$ cat src/rtl/dct_pkg.sv
// Shared constants and FSM state type for the DCT front-end sequencer.
package dct_pkg;
   localparam int DCT_N    = 8;
   localparam int SAMPLE_W = 8;
   localparam int COEF_W   = 19;
   localparam int IDX_W    = $clog2(DCT_N);

   typedef enum logic [1:0] {
      ST_IDLE,
      ST_LOAD,
      ST_RUN,
      ST_CAPT
   } dct_seq_state_t;
endpackage

$ cat src/rtl/dct_block_sequencer_serializer.sv
// Holds one captured coefficient block and streams it out in index order.
module dct_coef_serializer
   import dct_pkg::*;
(
   input  logic                      clk,
   input  logic                      rst,
   input  logic                      capture_i,
   input  logic [DCT_N*COEF_W-1:0]   z_i,
   output logic                      busy_o,
   output logic                      m_valid_o,
   output logic [COEF_W-1:0]         m_data_o,
   output logic [IDX_W-1:0]          m_idx_o,
   output logic                      m_last_o,
   input  logic                      m_ready_i
);
   logic [DCT_N-1:0][COEF_W-1:0] z;
   logic [DCT_N-1:0][COEF_W-1:0] obuf_q, obuf_d;
   logic                         busy_q, busy_d;
   logic [IDX_W-1:0]             idx_q, idx_d;

   assign z = z_i;

   always_comb begin
      obuf_d = obuf_q;
      busy_d = busy_q;
      idx_d  = idx_q;
      if (capture_i) begin
         obuf_d = z;
         busy_d = 1'b1;
         idx_d  = '0;
      end else if (busy_q && m_ready_i) begin
         // index wraps to 0 on its own after the last beat
         idx_d = idx_q + 1'b1;
         if (idx_q == IDX_W'(DCT_N - 1)) busy_d = 1'b0;
      end
   end

   always_ff @(posedge clk or posedge rst) begin
      if (rst) begin
         obuf_q <= '0;
         busy_q <= 1'b0;
         idx_q  <= '0;
      end else begin
         obuf_q <= obuf_d;
         busy_q <= busy_d;
         idx_q  <= idx_d;
      end
   end

   assign busy_o    = busy_q;
   assign m_valid_o = busy_q;
   assign m_data_o  = obuf_q[idx_q];
   assign m_idx_o   = idx_q;
   assign m_last_o  = (idx_q == IDX_W'(DCT_N - 1));
endmodule

$ cat src/rtl/dct_block_sequencer.sv
// Collects 8-sample blocks, sequences the DCT array, and hands the
// coefficients to the serializer; collection overlaps compute and drain.
module dct_block_sequencer
   import dct_pkg::*;
#(
   parameter int DCT_LAT = 9
) (
   input  logic                      clk,
   input  logic                      rst,
   input  logic                      s_valid,
   input  logic [SAMPLE_W-1:0]       s_data,
   output logic                      s_ready,
   output logic [DCT_N*SAMPLE_W-1:0] dct_x,
   output logic                      dct_rst_n,
   output logic                      dct_en,
   output logic                      dct_cs,
   input  logic [DCT_N*COEF_W-1:0]   dct_z,
   output logic                      m_valid,
   output logic [COEF_W-1:0]         m_data,
   output logic [IDX_W-1:0]          m_idx,
   output logic                      m_last,
   input  logic                      m_ready
);
   localparam int RUN_W = (DCT_LAT > 1) ? $clog2(DCT_LAT) : 1;

   dct_seq_state_t                state_q, state_d;
   logic [RUN_W-1:0]              run_cnt_q, run_cnt_d;
   logic                          rst_n_q;
   logic                          alive_q;
   logic [IDX_W-1:0]              wr_cnt_q, wr_cnt_d;
   logic                          coll_full_q, coll_full_d;
   logic [DCT_N-1:0][SAMPLE_W-1:0] cbuf_q, cbuf_d;
   logic [DCT_N-1:0][SAMPLE_W-1:0] x_q;
   logic                          accept, load, capture, out_busy;

   assign s_ready = alive_q & ~coll_full_q & ~rst;
   assign accept  = s_valid & s_ready;

   always_comb begin
      wr_cnt_d    = wr_cnt_q;
      coll_full_d = coll_full_q;
      cbuf_d      = cbuf_q;
      if (load) begin
         wr_cnt_d    = '0;
         coll_full_d = 1'b0;
      end else if (accept) begin
         cbuf_d[wr_cnt_q] = s_data;
         wr_cnt_d         = wr_cnt_q + 1'b1;
         if (wr_cnt_q == IDX_W'(DCT_N - 1)) coll_full_d = 1'b1;
      end
   end

   always_ff @(posedge clk or posedge rst) begin
      if (rst) begin
         alive_q     <= 1'b0;
         wr_cnt_q    <= '0;
         coll_full_q <= 1'b0;
         cbuf_q      <= '0;
         x_q         <= '0;
      end else begin
         alive_q     <= 1'b1;
         wr_cnt_q    <= wr_cnt_d;
         coll_full_q <= coll_full_d;
         cbuf_q      <= cbuf_d;
         if (load) x_q <= cbuf_q;
      end
   end

   always_ff @(posedge clk or posedge rst) begin
      if (rst) begin
         state_q   <= ST_IDLE;
         run_cnt_q <= '0;
         rst_n_q   <= 1'b0;
      end else begin
         state_q   <= state_d;
         run_cnt_q <= run_cnt_d;
         rst_n_q   <= (state_d != ST_LOAD);
      end
   end

   always_comb begin
      state_d   = state_q;
      run_cnt_d = '0;
      unique case (state_q)
         ST_IDLE: if (coll_full_q && !out_busy) state_d = ST_LOAD;
         ST_LOAD: state_d = ST_RUN;
         ST_RUN: begin
            run_cnt_d = run_cnt_q + 1'b1;
            if (run_cnt_q == RUN_W'(DCT_LAT - 1)) state_d = ST_CAPT;
         end
         ST_CAPT: state_d = ST_IDLE;
         default: state_d = ST_IDLE;
      endcase
   end

   always_comb begin
      load    = 1'b0;
      capture = 1'b0;
      dct_en  = 1'b0;
      dct_cs  = 1'b0;
      unique case (state_q)
         ST_LOAD: load = 1'b1;
         ST_RUN: begin
            dct_en = 1'b1;
            dct_cs = 1'b1;
         end
         ST_CAPT: capture = 1'b1;
         default: ;
      endcase
   end

   assign dct_x     = x_q;
   assign dct_rst_n = rst_n_q;

   dct_coef_serializer u_ser (
      .clk       (clk),
      .rst       (rst),
      .capture_i (capture),
      .z_i       (dct_z),
      .busy_o    (out_busy),
      .m_valid_o (m_valid),
      .m_data_o  (m_data),
      .m_idx_o   (m_idx),
      .m_last_o  (m_last),
      .m_ready_i (m_ready)
   );
endmodule
$ cat config.mk
export PLATFORM = sky130hd
export DESIGN_NAME = dct_block_sequencer
export DESIGN_NICKNAME = d
export VERILOG_FILES = /design/src/rtl/dct_pkg.sv /design/src/rtl/dct_block_sequencer_serializer.sv /design/src/rtl/dct_block_sequencer.sv
export SDC_FILE = /design/constraint.sdc
export NUM_CORES = 1
export LEC_CHECK = 0
export CAP_MARGIN = 15
export CORE_UTILIZATION = 44
export DETAILED_ROUTE_END_ITERATION = 10
export PLACE_DENSITY = 0.7
export SLEW_MARGIN = 20
export SYNTH_ARGS = -nofsm -noshare
export SYNTH_HDL_FRONTEND = slang
export SYNTH_SLANG_ARGS = --single-unit
$ cat constraint.sdc
create_clock -name clk -period 13.4 [get_ports clk]
set_input_delay 2.68 -clock clk [delete_from_list [all_inputs] [get_ports clk]]
set_output_delay 2.68 -clock clk [all_outputs]
set_load 0.02 [all_outputs]
==> run summary <==
Outcome - finished, final reports clean
Min Tclk post-route - 6.76 ns
Setup_tns - 0 ns
CP max FO - 3
Clock sinks - 296
Final setup fails - 0
Bufs and invs on worst path - 2
CTS HTree Levels - 2
Highest cell delay on the worst timing path - 0.64 ns
Reg2reg path depth - 3
Min-delay src - run_cnt_q[0]
Total Wirelength - 27.9 mm
Max Freq - 148 MHz
Netlist cell types - 34
Num CTS Buffers - 34
Root Buffer - clkbuf_16
Residual DRC - 0
Hold_buf cts - 0
ANT nets after route - 0
Place WS - 6.62 ns
Critical R2R Capture - u_ser.obuf_q[126]
Clock Pin Slew Worst Setup and Hold Paths - 0.05 ns
# resized after CTS - 0
Antenna violations before repair - 4
Leakage - 7.27 nW
Req. time, crit path - 10.72 ns
First-pass GRT wire length - 43.9 mm
Cell Rows - 61
Seq/Total Area, Yosys - 59.8%
Cell Pwr Density - 240 nW/um^2
Initial Util - 44.7%
CP Launch Type - input pin
WL/cell - 20.1 um
Crit-path leading delay family - buffers and inverters
Syn Nets - 907
Pre-antenna DRT Iters - 4
Layout cells sized above 1 - 40.1%
Sequence of cells on the critical path - clkdlybuf4s50_1 > nor3b_1 > clkdlybuf4s50_1
Post-Synthesis Cells - 733
DPL Wire Length - 18.6 mm
Clk_skew - 0.0102 ns
Die Y - 170 um
WHS Path Cells - 1
CP Depth - 3
FF-to-FF setup slack - 10.56 ns
I/O Buffers - 255
Detailed Route Iter0 Violations - 406
Worst Slack Setup Final - 6.64 ns
CTS tree - built
Final count of hold timing violations - 0
Post-layout util - 59.3%
Synth-to-Final Area Change - 32.5%
Placer Congestion - 0.725
Tot Pwr - 3.94 mW
Die area - 28,800 sq um
Worst path slowest cell - clkdlybuf4s50_1
FF-to-FF Start - state_q[0]
Critical Path End Type - primary output
Syn avg cell area - 16.9 sq um
Unrepaired setup endpoints after global routing - false
Later-pin clock latency in the skew report - 0.50 ns
Cell mode on critical path - clkdlybuf4s50_1
Number of I/O pins - 256
Final Slew Violations - 0
Die Span X - 170 um
Post-Synthesis Cell Area - 12,400 sq um
Tot GR Track Use - 19.9%
Clock tree buffer depth - 3
Vias - 7,072
Slew Limit Headroom - 25.3%
Postcts setup bufs - 0
Critical path arrival - 4.08 ns
Least-Margin Pin Slew - 1.12 ns
Peak supply drop - 0.138 mV
Max Cap Viol - 0
Vias in the first global route - 7,562
Synthesis-stage register bit count - 296
Crit Path Class - input pin to primary output
# fillers - 2,171
Largest net degree at the start of global routing - 143
Core ar. - 27,700 sq um
Final Cycle Share - 50.4%
HP Class - flop to flop
Vias per cell - 5.08
Gr ovfl total - 0
Yosys warns - 0
Nets - 1,163
Worst hold endpoint - run_cnt_q[0]
==> Yosys cell counts, drive strengths merged <==
cell	count	area, sq um
nor2b	2	12.5
nor2	7	33.8
xnor2	2	17.5
nand4	2	42.5
clkbuf	5	18.8
nand3	5	50.0
xor2	2	17.5
o211ai	1	7.51
and2	3	18.8
mux4	38	856
nand2	4	15.0
ha	10	125
mux2i	2	20.0
a21o	1	7.51
mux2	299	3370
a21oi	3	15.0
nand3b	1	7.51
nand4b	5	95.1
nand2b	1	6.26
nor3b	1	7.51
conb	1	3.75
o21ai	1	5.00
dfrtp	296	7410
and4bb	1	16.3
buf	35	195
inv	5	18.8
==> cell usage in the layout, fill, tap and decap left out, types with 3 or more instances in the layout <==
cell,n
mux2_2,299
dfrtp_1,294
clkdlybuf4s50_1,255
mux4_2,38
clkbuf_16,37
clkbuf_1,11
ha_1,8
clkbuf_8,7
nor2_1,6
inv_1,4
nand2_1,4
nand4b_4,3
and2_1,3
nand3_1,3
a21oi_1,3
buf_4,3
==> logic make-up (layout without fill, tap and decap cells) <==
family / count (synthesis) / in the layout / share of synthesized area, %
AO/OA/AOI/OAI: 6 / 6 / 0.283
buffers and inverters: 45 / 325 / 1.88
other: 1 / 3 / 0.0303
multiplexers: 339 / 339 / 34.3
XOR/XNOR: 4 / 4 / 0.283
flip-flops: 296 / 296 / 59.8
AND/OR/NAND/NOR: 32 / 32 / 2.46
adder cells (fa/ha/maj): 10 / 10 / 1.01
==> worst max path at each step <==
stage                    to  start  slack (ns)
floorplan           alive_q    rst        2.54
global placement    s_ready    rst        6.66
detailed placement  s_ready    rst        6.62
CTS                 s_ready    rst        6.62
global route        s_ready    rst        6.57
finish              s_ready    rst        6.64
==> power by group <==
group          switching [mW]  total, mW  internal (mW)
clock                   0.353      0.933          0.581
sequential              0.254       1.55           1.30
combinational           0.578       1.45          0.876
total                    1.19       3.94           2.76
==> per-stage QoR <==
step	hold slack, ns	std cells	area [sq um]
2_1_floorplan	0.452	733	12400
3_3_place_gp	0.475	1331	15300
3_5_place_dp	0.480	1331	15300
4_1_cts	0.488	1391	16400
5_1_grt	0.509	1391	16400
6_report	0.484	1393	16400
==> registers in the layout, summed over array words and instances (netlist names), 2 cells and up <==
name           cells
cbuf_q            64
u_ser.obuf_q     152
state_q            2
run_cnt_q          4
dct_x             64
wr_cnt_q           3
u_ser.m_idx_o      3
==> cell type report <==
cell class	count	area (sq um)	share of cell area (%)
Clock buffer	55	1060	6.48
Sequential cell	296	7410	45.1
Tap cell	378	473	2.88
Clock inverter	5	80.1	0.488
Timing Repair Buffer	260	2600	15.8
Inverter	5	26.3	0.160
Antenna cell	2	5.00	0.0305
Multi-Input combinational cell	392	4760	29.0
==> layer usage <==
metal,share of wire (%),global-route usage (%)
met4,1.6,4.58
met1,43,27.0
met2,46,30.7
met5,0.029,0
met3,9.1,6.90
Note: power is estimated with default switching activity, not from simulation.
